--- config.mk ---
export PLATFORM = sky130hd
export DESIGN_NAME = demod_segment_decider_flat
export DESIGN_NICKNAME = d
export VERILOG_FILES = /design/src/rtl/demod_segment_decider_if.sv /design/src/rtl/demod_segment_decider.sv /design/src/flat_wrapper.sv
export SDC_FILE = /design/constraint.sdc
export NUM_CORES = 1
export LEC_CHECK = 0
export CAP_MARGIN = 10
export CELL_PAD_IN_SITES_DETAIL_PLACEMENT = 0
export CELL_PAD_IN_SITES_GLOBAL_PLACEMENT = 2
export CORE_MARGIN = 5
export CORE_UTILIZATION = 35
export CTS_BUF_LIST = sky130_fd_sc_hd__clkbuf_16
export DETAILED_ROUTE_END_ITERATION = 16
export PLACE_DENSITY = 0.94
export RECOVER_POWER = 25
export REMOVE_ABC_BUFFERS = 1
export SYNTH_ARGS = -nofsm -noshare
export SYNTH_HDL_FRONTEND = slang
export SYNTH_SLANG_ARGS = --single-unit
export TNS_END_PERCENT = 50
--- constraint.sdc ---
create_clock -name clk -period 7.4 [get_ports clk]
set_input_delay 1.48 -clock clk [delete_from_list [all_inputs] [get_ports clk]]
set_output_delay 1.48 -clock clk [all_outputs]
set_load 0.02 [all_outputs]
--- src/rtl/demod_segment_decider_if.sv ---
// Sample/reference input bus and decided-bit output bus
// for the segment decider.
interface demod_segment_decider_if #(
    parameter int DATA_W = 32
);
    logic              start;
    logic [DATA_W-1:0] sample_in;
    logic              sample_valid;
    logic [DATA_W-1:0] ref_in;
    logic [DATA_W-1:0] ref_m_in;
    logic              bit_out;
    logic              valid;
    logic              busy;

    modport master (
        output start, sample_in, sample_valid, ref_in, ref_m_in,
        input  bit_out, valid, busy
    );

    modport slave (
        input  start, sample_in, sample_valid, ref_in, ref_m_in,
        output bit_out, valid, busy
    );
endinterface

--- src/rtl/demod_segment_decider.sv ---
// Per-segment bit decision: sums |sample-ref| against both
// candidate waveforms and picks the closer one.
module demod_segment_decider #(
    parameter int DATA_W  = 32,
    parameter int SEG_LEN = 16,
    parameter int CNT_W   = $clog2(SEG_LEN) + 1,
    parameter int ACC_W   = DATA_W + 1 + $clog2(SEG_LEN)
) (
    input logic clk,
    input logic reset,
    demod_segment_decider_if.slave bus
);
    typedef enum logic [1:0] {
        IDLE,
        ACCUM,
        DECIDE,
        DONE
    } state_t;

    state_t             state;
    logic [ACC_W-1:0]   dist_p;
    logic [ACC_W-1:0]   dist_m;
    logic [CNT_W-1:0]   cnt;
    logic               bit_r;
    logic               valid_r;
    logic               busy_r;

    logic signed [DATA_W:0] diff_p;
    logic signed [DATA_W:0] diff_m;
    logic [DATA_W:0]        mag_p;
    logic [DATA_W:0]        mag_m;

    // Sign-extended differences and their magnitudes; one extra bit
    // keeps full-scale opposite-sign inputs from wrapping.
    always_comb begin
        diff_p = {bus.sample_in[DATA_W-1], bus.sample_in}
               - {bus.ref_in[DATA_W-1], bus.ref_in};
        diff_m = {bus.sample_in[DATA_W-1], bus.sample_in}
               - {bus.ref_m_in[DATA_W-1], bus.ref_m_in};
        mag_p  = diff_p[DATA_W] ? $unsigned(-diff_p) : $unsigned(diff_p);
        mag_m  = diff_m[DATA_W] ? $unsigned(-diff_m) : $unsigned(diff_m);
    end

    // Segment FSM with registered handshake outputs.
    always_ff @(posedge clk) begin
        if (reset) begin
            state   <= IDLE;
            dist_p  <= '0;
            dist_m  <= '0;
            cnt     <= '0;
            bit_r   <= 1'b0;
            valid_r <= 1'b0;
            busy_r  <= 1'b0;
        end else begin
            unique case (state)
                IDLE: begin
                    valid_r <= 1'b0;
                    if (bus.start) begin
                        state  <= ACCUM;
                        dist_p <= '0;
                        dist_m <= '0;
                        cnt    <= '0;
                        busy_r <= 1'b1;
                    end
                end
                ACCUM: begin
                    if (bus.sample_valid) begin
                        dist_p <= dist_p + ACC_W'(mag_p);
                        dist_m <= dist_m + ACC_W'(mag_m);
                        cnt    <= cnt + CNT_W'(1);
                        if (cnt == CNT_W'(SEG_LEN - 1)) begin
                            state <= DECIDE;
                        end
                    end
                end
                DECIDE: begin
                    bit_r   <= (dist_p < dist_m);
                    valid_r <= 1'b1;
                    busy_r  <= 1'b0;
                    state   <= DONE;
                end
                DONE: begin
                    valid_r <= 1'b0;
                    if (bus.start) begin
                        state  <= ACCUM;
                        dist_p <= '0;
                        dist_m <= '0;
                        cnt    <= '0;
                        busy_r <= 1'b1;
                    end else begin
                        state <= IDLE;
                    end
                end
            endcase
        end
    end

    assign bus.bit_out = bit_r;
    assign bus.valid   = valid_r;
    assign bus.busy    = busy_r;
endmodule
--- src/flat_wrapper.sv ---
// flat-port wrapper written by rule: the top's interface ports become plain ports
module demod_segment_decider_flat 
#(
    parameter int DATA_W  = 32,
    parameter int SEG_LEN = 16,
    parameter int CNT_W   = $clog2(SEG_LEN) + 1,
    parameter int ACC_W   = DATA_W + 1 + $clog2(SEG_LEN)
)
  (clk, reset, bus_start, bus_sample_in, bus_sample_valid, bus_ref_in, bus_ref_m_in, bus_bit_out, bus_valid, bus_busy);
  demod_segment_decider_if #(.DATA_W(DATA_W)) bus_i ();
  input logic clk;
  input logic reset;
  input wire logic [$bits(bus_i.start)-1:0] bus_start;
  input wire logic [$bits(bus_i.sample_in)-1:0] bus_sample_in;
  input wire logic [$bits(bus_i.sample_valid)-1:0] bus_sample_valid;
  input wire logic [$bits(bus_i.ref_in)-1:0] bus_ref_in;
  input wire logic [$bits(bus_i.ref_m_in)-1:0] bus_ref_m_in;
  output wire logic [$bits(bus_i.bit_out)-1:0] bus_bit_out;
  output wire logic [$bits(bus_i.valid)-1:0] bus_valid;
  output wire logic [$bits(bus_i.busy)-1:0] bus_busy;
  assign bus_i.start = bus_start;
  assign bus_i.sample_in = bus_sample_in;
  assign bus_i.sample_valid = bus_sample_valid;
  assign bus_i.ref_in = bus_ref_in;
  assign bus_i.ref_m_in = bus_ref_m_in;
  assign bus_bit_out = bus_i.bit_out;
  assign bus_valid = bus_i.valid;
  assign bus_busy = bus_i.busy;
  demod_segment_decider #(.DATA_W(DATA_W), .SEG_LEN(SEG_LEN), .CNT_W(CNT_W), .ACC_W(ACC_W)) u_core (.clk(clk), .reset(reset), .bus(bus_i));
endmodule
==> results <==
==> worst reg2reg max path: cells and delay by family, from the launching register on <==
| kind | cells | cell delay, ns |
|---|---|---|
| buffers and inverters | 2 | 0.22 |
| adders and majority gates | 2 | 0.58 |
| DFF | 1 | 0.35 |
| and+or+nand+nor | 2 | 0.19 |
| AOI/OAI and AO/OA | 8 | 1.80 |
==> flip-flops by register name, indices dropped and copies added, names as in the netlist <==
signal and cells:
u_core.dist_m 37, u_core.dist_p 37, u_core.cnt 5, u_core.state 2
u_core.bus.bit_out 1, u_core.bus.busy 1, u_core.bus.valid 1
==> stage by stage <==
step,setup WS (ns),std cells,utilization
2_1_floorplan,0.708,1734,-
3_3_place_gp,-0.134,2511,0.434
3_5_place_dp,-0.235,2511,0.434
4_1_cts,0.126,2527,0.444
5_1_grt,-0.0249,2527,0.445
6_report,0.313,2527,0.445
==> layout make-up <==
class                           instances  area [um^2]
Clock inverter                          7          130
Tap cell                              468          586
Multi-Input combinational cell       1500        10500
Sequential cell                        84         1680
Timing Repair Buffer                  309         2560
Inverter                              150          563
Fill cell                            3718        20300
Clock buffer                            9          225
==> placed cells by master, fill, tap and decap left out, drive strengths merged, types with 17 or more instances in the layout <==
master,n
a21oi,178
o31ai,22
ha,177
or3,19
and2,17
a21o,66
nor4,17
nand3,40
nand2b,21
o21ai,87
nand2,160
a211oi,33
nor2b,21
inv,153
o21a,30
clkdlybuf4s50,98
buf,206
o211ai,19
nand4,24
a22oi,29
nor2,159
nor3,39
and3,18
xor2,54
xnor2,92
dfxtp,84
==> worst paths after layout <==
path | from | end | slack [ns] | cells past startpoint
setup / recovery | bus_sample_in[0] | u_core.dist_p[36] | 0.31 | 26
hold / removal | u_core.bus.valid | u_core.bus.valid | 0.46 | 2
setup reg to reg | u_core.dist_m[0] | u_core.dist_m[32] | 4.15 | 14
hold reg to reg | u_core.bus.valid | u_core.bus.valid | 0.46 | 2
==> synth_stat cells (all sizes together), types with 39 or more instances <==
library cell,instances,share of area
nor2,159,0.046
nand2,160,0.047
dfxtp,84,0.13
o21ai,87,0.034
ha,177,0.17
xnor2,92,0.062
xor2,54,0.037
a21oi,178,0.069
clkbuf,43,0.013
inv,150,0.044
nor3,39,0.015
nand3,40,0.016
a21o,66,0.038
==> power by group <==
part           switching (mW)  internal, mW  total [mW]
Sequential             0.0772         0.533       0.611
Combinational            1.55          1.18        2.74
Clock                   0.212         0.337       0.548
==> cells by family (layout without fill, tap and decap cells) <==
logic type,after synthesis,in the layout,synth area share
xor+xnor,146,146,0.0991
mux,5,5,0.00388
flops,84,84,0.130
simple gates,569,569,0.212
buf+inv,204,475,0.0603
fa+ha+maj,181,181,0.178
compound gates,599,599,0.316
==> per-layer routing <==
| layer | track usage | routed length [um] | up-vias |
|---|---|---|---|
| met1 | 0.255 | 19400 | 6388 |
| met3 | 0.0191 | 1380 | 60 |
| met5 | 0 | 0 | - |
| met4 | 0.0610 | 1220 | 0 |
| li1 | - | - | 7081 |
| met2 | 0.343 | 19500 | 275 |
==> repair_timing <==
action,in CTS,in global routing
buffers inserted,0,0
setup endpoints to repair,0,22
gates resized for setup,0,19
hold buffers,0,0
==> results.rst <==
.. list-table::
   :header-rows: 1

   * - Metric
     - Value
   * - Worst skew pair latency
     - 0.36 ns
   * - Number of placed I/O pins
     - 103
   * - Final count of pins violating max slew
     - 52
   * - Die Footprint
     - 40800 um^2
   * - Total wire length
     - 41500 um
   * - Data arrival time at the worst-slack endpoint
     - 7.33 ns
   * - First-pass GRT wire length
     - 67100 um
   * - Fraction of final layout cells with drive strength greater than 1
     - 0.131
   * - Required time of the critical path
     - 7.64 ns
   * - Post-route total power
     - 3.89 mW
   * - Max FO, Critical Path
     - 7
   * - Peak Freq
     - 141 MHz
   * - Area Growth Syn to Fin
     - 26.0%
   * - Fraction of registers with async set/reset
     - 0
   * - Ys flop type
     - dfxtp_1
   * - Leakage power figure
     - 7.34 nW
   * - FF+latch count, synth
     - 84
   * - Syn_area_per_cell
     - 7.22 um^2
   * - Clk slew on worst S/H paths
     - 0.07 ns
   * - Horizontal die dimension
     - 202 um
   * - Delay-heaviest family, CP
     - compound AO/OA/AOI/OAI gates
   * - TritonCTS clock tree
     - yes
   * - Hold_ws
     - 0.460 ns
   * - Crit. End Element
     - register
   * - Pwr per Cell Area
     - 239 nW/um^2
   * - Overall fraction of global-route tracks in use
     - 0.196
   * - Run status
     - finished, violations left
   * - MaxCap Viol Count
     - 1
   * - Cell with the largest stage delay on the worst path
     - clkdlybuf4s50_1
   * - Crit Path Category
     - input pin to register
   * - Warnings from Yosys
     - 0
   * - Failing checks
     - max-capacitance violations, max-slew violations
   * - Fraction of the yosys area taken by sequential cells
     - 0.130
   * - Unique masters post-synth
     - 87
   * - Via-per-instance ratio
     - 5.46
   * - Cts bufs inserted
     - 9
   * - Vias in the first global route
     - 13800
   * - EDFF count, synth
     - 0
   * - Cell area after placement
     - 15900 um^2
   * - Std-Cell Rows
     - 70
   * - Final Cycle Share
     - 0.958
   * - Worst clock skew on the final layout
     - 0.0123 ns
   * - Netlist area before placement
     - 12900 um^2
   * - Gr ovfl total
     - 0
   * - Final net count
     - 2335
   * - Die Height
     - 202 um
   * - Largest net degree at the start of global routing
     - 57
   * - Detailed-route via count
     - 13800
   * - Peak supply drop
     - 0.000155 V
   * - Final HPWL from detailed placement
     - 34800 um
   * - Drt drc
     - 0
   * - Worst slew margin relative to its limit
     - -0.582
   * - Post-detailed-route count of antenna-violating nets
     - 0
   * - Path class of the lowest-slack min-delay path
     - register to register
   * - Initial antenna violation count
     - 0
   * - Maximum cell stage delay along the critical path
     - 0.45 ns
   * - Wire length per cell after detailed routing
     - 16.4 um
   * - Syn Inst Count
     - 1788
   * - Iteration-0 DRC Markers
     - 662
   * - Count of buffer and inverter cells on the critical path
     - 5
   * - Root buffer cell
     - clkbuf_16
   * - Slew at the pin with the worst max-slew slack
     - 2.37 ns
   * - Number of setup violations in the final report
     - 0
   * - Final Hold Fails
     - 0
   * - Clock Sinks
     - 84
   * - H-tree levels
     - 3
   * - Min Tclk post-route
     - 7.09 ns
   * - Diode count
     - 0
   * - Worst-case clock buffer depth
     - 2
   * - Effective utilization at floorplan
     - 0.353
   * - Launching element type of the critical path
     - input pin
   * - Drt first pass iters
     - 5
   * - Gpl congestion
     - 0.912
   * - Number of port buffers
     - 102
   * - RSZ-0062 raised after global routing
     - true
   * - Std-Cell Core Area
     - 36500 um^2
   * - Final setup TNS
     - 0 ns
   * - Post-Layout Inst Area
     - 16300 um^2
No activity file was read; power rests on OpenSTA's default activity.
